--- config.mk ---
export PLATFORM = sky130hd
export DESIGN_NAME = seq_multiplier
export DESIGN_NICKNAME = d
export VERILOG_FILES = /design/src/rtl/seq_multiplier_pkg.sv /design/src/rtl/seq_multiplier_mul_step.sv /design/src/rtl/seq_multiplier.sv
export SDC_FILE = /design/constraint.sdc
export NUM_CORES = 1
export LEC_CHECK = 0
export ABC_AREA = 1
export BUFFER_PORTS_ARGS = -buffer_cell sky130_fd_sc_hd__buf_4
export CAP_MARGIN = 0
export CORE_MARGIN = 10
export CORE_UTILIZATION = 55
export CTS_CLUSTER_SIZE = 8
export DETAILED_ROUTE_END_ITERATION = 10
export GPL_TIMING_DRIVEN = 1
export PLACE_DENSITY_LB_ADDON = 0.08
export RECOVER_POWER = 100
export SYNTH_ARGS = -nofsm -noshare
export SYNTH_HDL_FRONTEND = slang
export SYNTH_SLANG_ARGS = --single-unit
--- constraint.sdc ---
create_clock -name clk -period 43 [get_ports clk]
set_clock_uncertainty 0.15 [all_clocks]
set_input_delay 12.9 -clock clk [delete_from_list [all_inputs] [get_ports clk]]
set_output_delay 12.9 -clock clk [all_outputs]
set_load 0.02 [all_outputs]
--- src/rtl/seq_multiplier_pkg.sv ---
// Shared ALU definitions for the sequential multiplier: state encoding and default width.
// No timing or flow control of its own.
package seq_multiplier_pkg;

   localparam int DEF_WIDTH = 32;

   typedef enum logic [1:0] {
      S_IDLE = 2'd0,
      S_RUN  = 2'd1,
      S_DONE = 2'd2
   } state_t;

endpackage

--- src/rtl/seq_multiplier_mul_step.sv ---
// One shift-and-add iteration: conditional (WIDTH+1)-bit add of mcand into acc_hi, then right shift.
// Purely combinational; no backpressure.
module seq_multiplier_mul_step
   import seq_multiplier_pkg::*;
#(
   parameter int WIDTH = DEF_WIDTH
) (
   input  logic [WIDTH-1:0] acc_hi,
   input  logic [WIDTH-1:0] acc_lo,
   input  logic [WIDTH-1:0] mcand,
   output logic [WIDTH-1:0] next_hi,
   output logic [WIDTH-1:0] next_lo
);

   localparam int NS = (WIDTH + 3) / 4;

   logic [WIDTH-1:0] addend;
   logic [WIDTH:0]   sum;
   logic             rc;

   // Ripple through 4-bit slices; each slice's carry-out feeds the next slice's carry-in.
   always_comb begin
      addend = acc_lo[0] ? mcand : '0;
      sum    = '0;
      rc     = 1'b0;
      for (int s = 0; s < NS; s++) begin
         for (int k = 0; k < 4; k++) begin
            if (4 * s + k < WIDTH) begin
               sum[4*s+k] = acc_hi[4*s+k] ^ addend[4*s+k] ^ rc;
               rc = (acc_hi[4*s+k] & addend[4*s+k]) | (rc & (acc_hi[4*s+k] ^ addend[4*s+k]));
            end
         end
      end
      sum[WIDTH] = rc;
   end

   // After the shift the add's carry-out lands in the msb of next_hi, so the
   // accumulator's upper bit is always zero and need not be stored.
   assign next_hi = sum[WIDTH:1];
   assign next_lo = {sum[0], acc_lo[WIDTH-1:1]};

endmodule

--- src/rtl/seq_multiplier.sv ---
// Unsigned shift-and-add multiplier: one step per clock, done pulses WIDTH edges after an accepted start.
// start is only honoured while busy=0 (IDLE or DONE); a start during RUN is dropped.
module seq_multiplier
   import seq_multiplier_pkg::*;
#(
   parameter int WIDTH = DEF_WIDTH
) (
   input  logic               clk,
   input  logic               rst_n,
   input  logic               start,
   input  logic [WIDTH-1:0]   a,
   input  logic [WIDTH-1:0]   b,
   output logic               busy,
   output logic               done,
   output logic [2*WIDTH-1:0] product
);

   localparam int              CW   = $clog2(WIDTH);
   localparam logic [CW-1:0]   LAST = CW'(WIDTH - 1);

   state_t           state;
   logic [CW-1:0]    count;
   logic [WIDTH-1:0] mcand;
   logic [WIDTH-1:0] acc_hi;
   logic [WIDTH-1:0] acc_lo;
   logic [WIDTH-1:0] next_hi;
   logic [WIDTH-1:0] next_lo;

   seq_multiplier_mul_step #(.WIDTH(WIDTH)) u_step (
      .acc_hi  (acc_hi),
      .acc_lo  (acc_lo),
      .mcand   (mcand),
      .next_hi (next_hi),
      .next_lo (next_lo)
   );

   always_ff @(posedge clk or negedge rst_n) begin
      if (!rst_n) begin
         state   <= S_IDLE;
         busy    <= 1'b0;
         done    <= 1'b0;
         product <= '0;
         count   <= '0;
         mcand   <= '0;
         acc_hi  <= '0;
         acc_lo  <= '0;
      end else begin
         case (state)
            S_IDLE, S_DONE: begin
               done <= 1'b0;
               if (start) begin
                  mcand  <= a;
                  acc_hi <= '0;
                  acc_lo <= b;
                  count  <= '0;
                  busy   <= 1'b1;
                  state  <= S_RUN;
               end else begin
                  state  <= S_IDLE;
               end
            end
            S_RUN: begin
               acc_hi <= next_hi;
               acc_lo <= next_lo;
               // count holds at LAST on the final step so it never wraps.
               if (count == LAST) begin
                  product <= {next_hi, next_lo};
                  busy    <= 1'b0;
                  done    <= 1'b1;
                  state   <= S_DONE;
               end else begin
                  count   <= count + CW'(1);
               end
            end
            default: begin
               busy  <= 1'b0;
               done  <= 1'b0;
               state <= S_IDLE;
            end
         endcase
      end
   end

endmodule
# Word-level counts from Yosys, hierarchy flattened
# Index checks and enable logic that the tools add are counted.
# op_classes
eq_ne	6
n_bitwise	157
n_addsub	1
n_reduce_logical	8
muxes	16
# ops
operator	count
32-bit one-hot mux with 2 select lines	2
32-bit 2-to-1 mux	3
1-bit bitwise AND	63
1-bit XOR	63
1-bit bitwise OR	31
5-bit 2-to-1 mux	2
5-bit one-hot mux with 2 select lines	1
2-bit AND reduction	4
2-bit inequality test (second input constant)	3
5-bit by 1-bit adder with 5-bit output (second input constant)	1
5-bit equality test (second input constant)	1
1-bit 2-to-1 mux	5
2-bit one-hot mux with 2 select lines	1
3-bit AND reduction	1
2-bit by 1-bit equality test with 1-bit output (second input constant)	1
2-bit equality test (second input constant)	1
2-bit zero test	1
2-bit 2-to-1 mux	1
1-bit one-hot mux with 2 select lines	1
2-bit nonzero test	1
2-bit OR reduction	1
# word_totals
regBits	169
input_bits	67
output_inout_bits	66

# Longest topological paths before layout
# Gate-level depths: netlist of the first run.
# depth
ltp_word	65
ltp_mapped	37

# Modules after synthesis
# Synthesis of the first run repeated with hierarchy kept, for this count alone.
# unflattened
cells_unflattened	877
area_unflattened_um2	7915.1
# by_module_without_submodules
module	cells_per_inst	seq_area_each_um2	area_each_um2	instances
seq_multiplier	736	4204.0	6730.2	1
seq_multiplier_mul_step	141	0.0	1184.9	1

# Worst setup path before layout of the first run
# OpenSTA, ideal clock, no wires.
# synth_path
path_kind	flip-flop to flip-flop
from	reg acc_lo[0]
to	reg acc_hi[30]
synth_period_minus_slack_ns	14.111
required_ns	42.717
setup_ns	0.133
arrival_ns	13.828
setup_slack_ns	28.889
path_stages_with_launch	36
cell_sequence	dfrtp_1 -> clkbuf_1 -> clkbuf_1 -> nand2_1 -> fa_1 -> fa_1 -> fa_1 -> fa_1 -> fa_1 -> fa_1 -> fa_1 -> fa_1 -> fa_1 -> fa_1 -> fa_1 -> fa_1 -> fa_1 -> fa_1 -> fa_1 -> fa_1 -> fa_1 -> fa_1 -> fa_1 -> fa_1 -> fa_1 -> fa_1 -> fa_1 -> fa_1 -> fa_1 -> fa_1 -> fa_1 -> fa_1 -> fa_1 -> fa_1 -> fa_1 -> o22ai_1
# synth_via
elab_chain_len	64
word_cells_on_any_way	125
classes_between	mux: 2; bitwise: 123
# synth_rtl
item	line	source
start: declaration	seq_multiplier.sv:25	logic [WIDTH-1:0] acc_lo;
start signal: assignment	seq_multiplier.sv:64	acc_lo <= next_lo;
32-bit 2-to-1 mux *	seq_multiplier_mul_step.sv:23	addend = acc_lo[0] ? mcand : '0;
1-bit bitwise AND / 1-bit XOR (equally long branches)	seq_multiplier_mul_step.sv:30	rc = (acc_hi[4*s+k] & addend[4*s+k]) | (rc & (acc_hi[4*s+k] ^ addend[4*s+k]));
1-bit bitwise AND	seq_multiplier_mul_step.sv:30	
1-bit bitwise OR	seq_multiplier_mul_step.sv:30	
1-bit bitwise AND	seq_multiplier_mul_step.sv:30	
1-bit bitwise OR	seq_multiplier_mul_step.sv:30	
1-bit bitwise AND	seq_multiplier_mul_step.sv:30	
1-bit bitwise OR	seq_multiplier_mul_step.sv:30	
[... 48 more ...]	--	
1-bit bitwise AND	seq_multiplier_mul_step.sv:30	
1-bit bitwise OR	seq_multiplier_mul_step.sv:30	
1-bit bitwise AND	seq_multiplier_mul_step.sv:30	
1-bit bitwise OR	seq_multiplier_mul_step.sv:30	
1-bit bitwise AND	seq_multiplier_mul_step.sv:30	
1-bit bitwise OR	seq_multiplier_mul_step.sv:30	
1-bit XOR *	seq_multiplier_mul_step.sv:29	sum[4*s+k] = acc_hi[4*s+k] ^ addend[4*s+k] ^ rc;
32-bit one-hot mux with 2 select lines *	seq_multiplier.sv:48	case (state)
end signal: assignment	seq_multiplier.sv:63	acc_hi <= next_hi;
end: declaration	seq_multiplier.sv:24	logic [WIDTH-1:0] acc_hi;
# Mark *: on every way between the ends. The rest lies on a longest branch, timed or not.
# A chain may end at the register's enable or synchronous reset.

==> flow_summary.json, run 1 <==
{
  "status": "finished with violations",
  "violations": "capacitance limit, slew limit",
  "cts_tree": "done",
  "crit_start": "rst_n",
  "crit_fanout": 90,
  "intPower_uw": 399,
  "cpMaxStageDelayCell": "clkbuf_1",
  "postCtsResizedCells": 0,
  "root_buffer": "clkbuf_16",
  "worstSetupStartpointType": "primary input",
  "required_ns": 42.44,
  "maxCapViolCount": 7,
  "postCtsHoldBufs": 0,
  "path_buf_inv": 2,
  "path_delay_family": "buffers and inverters",
  "synth_top_family_by_area": "simple AND/OR/NAND/NOR gates",
  "antenna_found_initial": 0,
  "grt_overflow": 0,
  "first_global_vias": 5529,
  "die-area_um2": 18600,
  "vias_per_cell": 5.18,
  "tightest_slew_ns": 4.77,
  "rsz0062_at_grt": "no",
  "p_sw_share_pct": 37.2,
  "hold_path_end": "product[10]",
  "min_from": "product[10]",
  "slew_headroom_pct": -218,
  "setup_viol": 0,
  "drc": 0,
  "synth_warnings": 0,
  "yosys.area.top_type": "dfrtp_1",
  "crit_path_frequent_cell": "clkbuf_1",
  "diodes": 0,
  "rows": 42,
  "p_switching_uw": 236,
  "dpl.hpwl_um": 11000,
  "nNetsFinal": 978,
  "synthSimpleGateAreaFrac_pct": 17.2,
  "drt-pass1-iter-count": 5,
  "io_pins": 133,
  "ant_nets": 0,
  "fin_ws_ns": 23.17,
  "synth.area.top_cells": "dfrtp_1 (56%), nand2_1 (14%), fa_1 (8.3%)",
  "hold_depth": 2,
  "dr.first_iter.drc_count": 436,
  "tns_ns": 0,
  "place_ws_ns": 27.85,
  "worstReg2RegEnd": "acc_hi[30]",
  "finalCritPeriodShare_pct": 46.1,
  "ir_drop_mv": 0.0393,
  "syn_area_per_cell_um2": 9.77,
  "synthAdderAreaFrac_pct": 8.82,
  "fp.dieW_um": 137,
  "drive_above_1_share_pct": 10.6,
  "reg2reg_slack_ns": 27.44,
  "synth_top_area_share_pct": 56.3,
  "core_um2": 13300,
  "gp_congestion": 0.803,
  "slew_viol_final": 479,
  "period_needed_ns": 19.83,
  "grt_usage_pct": 18.4,
  "cp_num_cells": 2,
  "synth_cell_type_count": 22,
  "clkPwrFrac_pct": 22.6,
  "finalHoldViolations": 0,
  "syn_area_um2": 7470,
  "grt_max_degree": 91,
  "synth_xor_area_share_pct": 0,
  "grt_pass1_wl_um": 27300,
  "power.density_nw_per_um2": 74.0,
  "clock-sinks": 168,
  "fillers": 1190,
  "cp-end-kind": "asynchronous set/reset pin",
  "io_buffers": 132,
  "synth_cells": 764,
  "clk_path_buf_depth": 2,
  "die_h_um": 137,
  "totalWireLength_um": 16600,
  "r2r_start": "acc_lo[0]",
  "path_class": "in2async",
  "p_comb_share_pct": 38.2,
  "reg2reg_depth": 37,
  "cts_max_level": 4,
  "start_util_pct": 56.2,
  "postCtsSetupBuffers": 0,
  "seq_power_share_pct": 39.2,
  "syn_to_final_growth_pct": 14.9,
  "max_stage_delay_ns": 3.28,
  "synth_nets": 865,
  "fmax_ghz": 0.0504,
  "num_vias": 5507,
  "clk_pin_slew_ns": 0.06,
  "cts_buffers": 17,
  "arrival_ns": 19.27,
  "wl_per_cell_um": 15.6,
  "synthMuxAreaShare_pct": 0,
  "leakagePower_nw": 4.11,
  "ys_seq_area_share_pct": 56.3,
  "crit_path_cell_trace": "clkbuf_1 -> clkbuf_1",
  "clock_latency_ns": 0.42,
  "hold_class": "reg2reg",
  "synth.ff_latch_count": 168,
  "synth_compound_area_share_pct": 11.2
}
[worst max path at each step]
stage,to,slack [ns]
global route,acc_lo[17],21.62
finish,acc_lo[31],23.17
global placement,count[0],27.99
CTS,acc_hi[30],28.17
floorplan,acc_hi[30],28.89
detailed placement,count[0],27.85
[placed cells by master, fill, tap and decap left out]
cell type / instances
nand2_1: 276
dfrtp_1: 168
o21ai_0: 80
clkbuf_1: 76
buf_4: 64
inv_1: 53
nor2_1: 36
o22ai_1: 31
fa_1: 31
a21oi_1: 19
clkbuf_16: 17
nor3_1: 14
clkbuf_8: 5
nand3_1: 3
ha_1: 3
nand2_2: 2
clkinv_2: 2
o21ai_2: 1
nand3b_1: 1
inv_2: 1
nand4_1: 1
o21ai_1: 1
bufinv_16: 1
clkbuf_4: 1
[through the flow]
stage / area [um2] / util, % / power [mW] / hold WS [ns] / std cells
after global routing: 8580 / 64.5 / 0.690 / 0.344 / 1063
after detailed placement: 8440 / 63.5 / 0.519 / 0.315 / 1034
final: 8580 / 64.5 / 0.635 / 0.324 / 1063
after CTS: 8990 / 67.6 / 0.664 / 0.331 / 1063
after global placement: 8440 / 63.5 / 0.504 / 0.315 / 1034
after floorplan: 7470 / - / 0.444 / 0.299 / 764
[synth_stat cells (all sizes together)]
master,n
a21oi,19
buf,29
clkbuf,14
dfrtp,168
fa,31
ha,3
inv,54
nand2,278
nand3,3
nand3b,1
nand4,1
nor2,36
nor3,14
o21ai,82
o22ai,31
[worst reg2reg max path, delay by kind of cell, from the launching register on]
kind                     cells  cell delay, ns
adder cells (fa/ha/maj)     32           13.42
buffers and inverters        3            1.20
flip-flops                   1            0.32
AND/OR/NAND/NOR              1            0.12
AO/OA/AOI/OAI                1            0.09
[layout make-up]
cell class                      count  area (um2)  area share, %
Multi-Input combinational cell    499        2640           30.8
Tap cell                          176         220           2.57
Clock buffer                       26         509           5.94
Inverter                           54         203           2.36
Timing Repair Buffer              137         758           8.84
Clock inverter                      3        40.0          0.467
Sequential cell                   168        4200           49.0
[power by group through the flow]
stage	combinational, mW	sequential, mW	clock (mW)
after global routing	0.282	0.256	0.152
after CTS	0.269	0.249	0.146
after floorplan	0.188	0.256	0
after global placement	0.256	0.248	0
final	0.243	0.249	0.144
after detailed placement	0.268	0.251	0
[cell families (layout without fill, tap and decap cells)]
group	count (synthesis)	count (layout)
AOI/OAI and AO/OA	132	132
adders and majority gates	34	34
buffers and inverters	97	220
and+or+nand+nor	333	333
DFF	168	168
[flip-flops by register name, summed over array words and instances, names as in the netlist]
name     flops
product     64
acc_hi      32
acc_lo      32
mcand       32
count        5
busy         1
done         1
state        1
[routing by layer]
layer	wire length, um	GRT usage [%]
met1	7250	23.5
met2	8180	29.3
met3	961	5.32
met4	232	6.57
met5	0	0
Note: power is estimated with default switching activity, not from simulation.
==> inputs of run 2 (changes only) <==
==> constraint.sdc (replaced) <==
create_clock -name clk -period 19.6 [get_ports clk]
set_clock_uncertainty 0.15 [all_clocks]
set_input_delay 5.88 -clock clk [delete_from_list [all_inputs] [get_ports clk]]
set_output_delay 5.88 -clock clk [all_outputs]
set_load 0.02 [all_outputs]
==> run 2 against run 1 <==
The flow still finishes with violations (capacitance limit, slew limit). Worst hold slack improved by 0.0027 ns. Largest cell class unchanged. Critical path depth increased by 34. Die area stayed put. Utilization hardly changed. Sequential share of layout area is essentially flat.
==> flow_summary.json, run 2 (synthesized netlist as in run 1, its figures left out) <==
{
  "setup_viol": 0,
  "antenna_found_initial": 0,
  "power.density_nw_per_um2": 162,
  "crit_fanout": 33,
  "gp_congestion": 0.792,
  "crit_path_frequent_cell": "fa_1",
  "status": "finished with violations",
  "drt-pass1-iter-count": 5,
  "io_pins": 133,
  "die-area_um2": 18600,
  "hold_class": "reg2reg",
  "clk_pin_slew_ns": 0.06,
  "ir_drop_mv": 0.0761,
  "instances_no_fill": 1062,
  "fillers": 1139,
  "intPower_uw": 870,
  "wl_per_cell_um": 15.5,
  "largest_register_ffs": 64,
  "period_needed_ns": 15.16,
  "path_class": "reg2reg",
  "final_cell_mix": "nand2_1 (278), dfrtp_1 (168), o21ai_0 (78)",
  "postCtsHoldBufs": 0,
  "drive_above_1_share_pct": 10.8,
  "grt_max_degree": 86,
  "tns_ns": 0,
  "finalHoldViolations": 0,
  "dp.cells": 1032,
  "p_sw_share_pct": 37.3,
  "postCtsSetupBuffers": 0,
  "die_h_um": 137,
  "rsz0062_at_grt": "no",
  "ant_nets": 0,
  "clock_latency_ns": 0.42,
  "maxCapViolCount": 6,
  "path_delay_family": "adder cells",
  "cts_max_level": 4,
  "syn_to_final_growth_pct": 14.8,
  "p_comb_share_pct": 37.8,
  "arrival_ns": 15.21,
  "required_ns": 19.64,
  "grt_overflow": 0,
  "clkPwrFrac_pct": 22.2,
  "cpMaxStageDelayCell": "dfrtp_1",
  "first_global_vias": 5670,
  "ff_latch_area_um2": 4200,
  "io_buffers": 132,
  "slew_headroom_pct": -194,
  "cts_buffers": 17,
  "dr.first_iter.drc_count": 386,
  "max_stage_delay_ns": 1.03,
  "grt_pass1_wl_um": 27600,
  "p_switching_uw": 517,
  "worstSetupStartpointType": "register",
  "max_flop_register": "product",
  "grt_usage_pct": 18.3,
  "cts_tree": "done",
  "path_buf_inv": 2,
  "multi_input_area_um2": 2650,
  "place_ws_ns": 4.48,
  "vias_per_cell": 5.12,
  "seq_power_share_pct": 40.0,
  "totalWireLength_um": 16500,
  "tightest_slew_ns": 4.42,
  "cp-end-kind": "register",
  "dpl.hpwl_um": 11000,
  "rows": 42,
  "slew_viol_final": 399,
  "fp.dieW_um": 137,
  "clock-sinks": 168,
  "fin_ws_ns": 4.44,
  "start_util_pct": 56.2,
  "violations": "capacitance limit, slew limit",
  "drc": 0,
  "leakagePower_nw": 4.10,
  "finalCritPeriodShare_pct": 77.4,
  "fmax_ghz": 0.0660,
  "num_vias": 5441,
  "clk_path_buf_depth": 2,
  "core_um2": 13300,
  "diodes": 0,
  "postCtsResizedCells": 0,
  "layout_commonest_cell": "nand2_1",
  "root_buffer": "clkbuf_16",
  "nNetsFinal": 976
}
## run 2: cell types whose count changed in the layout (fill, tap and decap cells not counted), sizes merged
cell / delta
bufinv: -1
## run 2: layout make-up
class / instances / share of cell area, %
tap: 176 / 2.57
inverter: 54 / 2.36
timing repair buffer: 135 / 8.76
sequential: 168 / 49.0
clock inverter: 2 / 0.117
multi-input combinational: 499 / 30.9
clock buffer: 28 / 6.26
## run 2: final timing paths
check                      startpoint     endpoint  slack (ns)  depth (start not counted)
max                         acc_lo[0]   acc_hi[30]        4.44                         36
min reg2reg                  mcand[2]     mcand[2]        0.33                          2
min in group asynchronous       rst_n  product[44]        6.88                          1
max reg2reg                 acc_lo[0]   acc_hi[30]        4.44                         36
max in group asynchronous       rst_n     count[4]        6.72                          2
min                          mcand[2]     mcand[2]        0.33                          2
## run 2: per-layer routing
metal / vias to the layer above / wire [um] / global-route usage (%)
li1: 2643 / - / -
met1: 2642 / 7060 / 23.1
met2: 141 / 8160 / 29.4
met3: 15 / 1050 / 5.39
met4: 0 / 216 / 6.80
met5: - / 0 / 0
## run 2: worst register-to-register path, delay by kind of cell (launching register included)
kind	cells	cell delay [ns]
and+or+nand+nor	1	0.12
AOI/OAI and AO/OA	1	0.09
DFF	1	1.03
buffers and inverters	2	0.15
adders and majority gates	32	13.38
## run 2: metrics by stage
stage               instance area, um2  power, mW  hold slack [ns]  utilization, %
CTS                               8980       1.45            0.332            67.5
global placement                  8430       1.11            0.316            63.4
floorplan                         7470      0.974            0.299               -
detailed placement                8430       1.13            0.315            63.4
finish                            8570       1.39            0.327            64.5
global route                      8570       1.51            0.350            64.5
## run 2: power groups by stage
stage               logic [mW]  clock network (mW)  registers [mW]
floorplan                0.413                   0           0.561
global placement         0.556                   0           0.556
detailed placement       0.576                   0           0.559
CTS                      0.579               0.313           0.555
global route             0.606               0.329           0.571
finish                   0.524               0.307           0.555
==> inputs of run 3 (changes only) <==
==> constraint.sdc (replaced) <==
create_clock -name clk -period 15.05 [get_ports clk]
set_clock_uncertainty 0.15 [all_clocks]
set_input_delay 4.515 -clock clk [delete_from_list [all_inputs] [get_ports clk]]
set_output_delay 4.515 -clock clk [all_outputs]
set_load 0.02 [all_outputs]
==> run 3 against run 2 <==
Maximum frequency rose by 5.5%. Largest cell class unchanged. Non-clock buffer count rose by 2. The flow still finishes with violations (capacitance limit, slew limit). Critical endpoint is now product[62]. Clock power rose by 37%. Sequential share of layout area fell by 0.39 points. Flip-flop and latch count did not move. Die area did not move.
==> flow_summary.json, run 3 (synthesized netlist as in run 1, its figures left out) <==
{
  "status": "finished with violations",
  "violations": "capacitance limit, slew limit",
  "dpl_cell_area_um2": 8440,
  "totalWireLength_um": 16700,
  "grt_max_degree": 102,
  "ir_drop_mv": 0.0973,
  "largest_register_ffs": 64,
  "place_ws_ns": 0.544,
  "finalCritPeriodShare_pct": 95.5,
  "layout_commonest_cell": "nand2_1",
  "ant_nets": 0,
  "p_total_mw": 1.84,
  "crit_path_frequent_cell": "fa_1",
  "crit_fanout": 32,
  "io_buffers": 132,
  "fmax_ghz": 0.0696,
  "dp.cells": 1034,
  "max_stage_delay_ns": 0.54,
  "num_vias": 5483,
  "arrival_ns": 14.49,
  "cts_buffers": 17,
  "tightest_slew_ns": 5.23,
  "hold_ws_ns": 0.327,
  "path_delay_family": "adder cells",
  "max_flop_register": "product",
  "syn_to_final_growth_pct": 15.8,
  "clock_latency_ns": 0.43,
  "start_util_pct": 56.2,
  "final_cell_mix": "nand2_1 (277), dfrtp_1 (168), o21ai_0 (77)",
  "tns_ns": 0,
  "postCtsSetupBuffers": 0,
  "clk_path_buf_depth": 2,
  "gp_congestion": 0.806,
  "first_global_vias": 5773,
  "grt_usage_pct": 18.9,
  "power.density_nw_per_um2": 213,
  "slew_headroom_pct": -249,
  "path_class": "reg2reg",
  "diodes": 0,
  "rsz0062_at_grt": "no",
  "nNetsFinal": 978,
  "grt_pass1_wl_um": 28200,
  "root_buffer": "clkbuf_16",
  "leakagePower_nw": 4.13,
  "io_pins": 133,
  "worstSetupStartpointType": "register",
  "path_buf_inv": 1,
  "clk_pin_slew_ns": 0.06,
  "fin_util_pct": 65.0,
  "drc": 0,
  "grt_overflow": 0,
  "vias_per_cell": 5.14,
  "setup_viol": 0,
  "clock-sinks": 168,
  "finalHoldViolations": 0,
  "slew_viol_final": 281,
  "drive_above_1_share_pct": 11.7,
  "cp-end-kind": "register",
  "maxCapViolCount": 4,
  "dpl.hpwl_um": 11200,
  "fin_ws_ns": 0.673,
  "hold_class": "reg2reg",
  "required_ns": 15.16,
  "postCtsHoldBufs": 0,
  "core_um2": 13300,
  "dr.first_iter.drc_count": 400,
  "cts_max_level": 4,
  "die-area_um2": 18600,
  "rows": 42,
  "cpMaxStageDelayCell": "fa_1",
  "fp.dieW_um": 137,
  "cts_tree": "done",
  "instances_no_fill": 1066,
  "antenna_found_initial": 0,
  "period_needed_ns": 14.38,
  "fillers": 1171,
  "drt-pass1-iter-count": 5,
  "wl_per_cell_um": 15.7,
  "postCtsResizedCells": 0,
  "die_h_um": 137,
  "finalInstanceArea_um2": 8640
}
==> run 3: final timing paths <==
check,startpoint,slack [ns],end,depth (start not counted)
max in group asynchronous,rst_n,3.88,product[6],2
min reg2reg,mcand[15],0.33,mcand[15],2
min,mcand[15],0.33,mcand[15],2
min in group asynchronous,rst_n,5.83,product[44],1
max reg2reg,acc_lo[0],0.67,product[62],34
max,acc_lo[0],0.67,product[62],34
==> run 3: layout make-up <==
class,instances,area (um2),area share [%]
clock buffers,27,553,6.40
clock inverters,5,32.5,0.376
inverters,54,203,2.35
multi-input cells,499,2650,30.7
flip-flops and latches,168,4200,48.6
well taps,176,220,2.55
repair buffers,137,778,9.00
==> run 3: worst register-to-register path: cells and delay by family, from the launching register on <==
family	cells	cell delay [ns]
fa+ha+maj	31	13.30
flops	1	0.39
buf+inv	1	0.20
simple gates	1	0.10
compound gates	1	0.08
==> run 3: layer usage <==
| layer | track usage (%) | wire [um] | vias to the layer above |
|---|---|---|---|
| li1 | - | - | 2641 |
| met1 | 24.2 | 7330 | 2684 |
| met2 | 30.3 | 8240 | 131 |
| met3 | 4.99 | 878 | 27 |
| met4 | 6.69 | 262 | 0 |
| met5 | 0 | 0 | - |
==> run 3: power by group <==
| part | switching (mW) | leakage (nW) | internal (mW) |
|---|---|---|---|
| sequential | 0.0857 | 1.98 | 0.626 |
| clock | 0.169 | 0.284 | 0.250 |
| combinational | 0.436 | 1.86 | 0.271 |
| total | 0.691 | 4.13 | 1.15 |
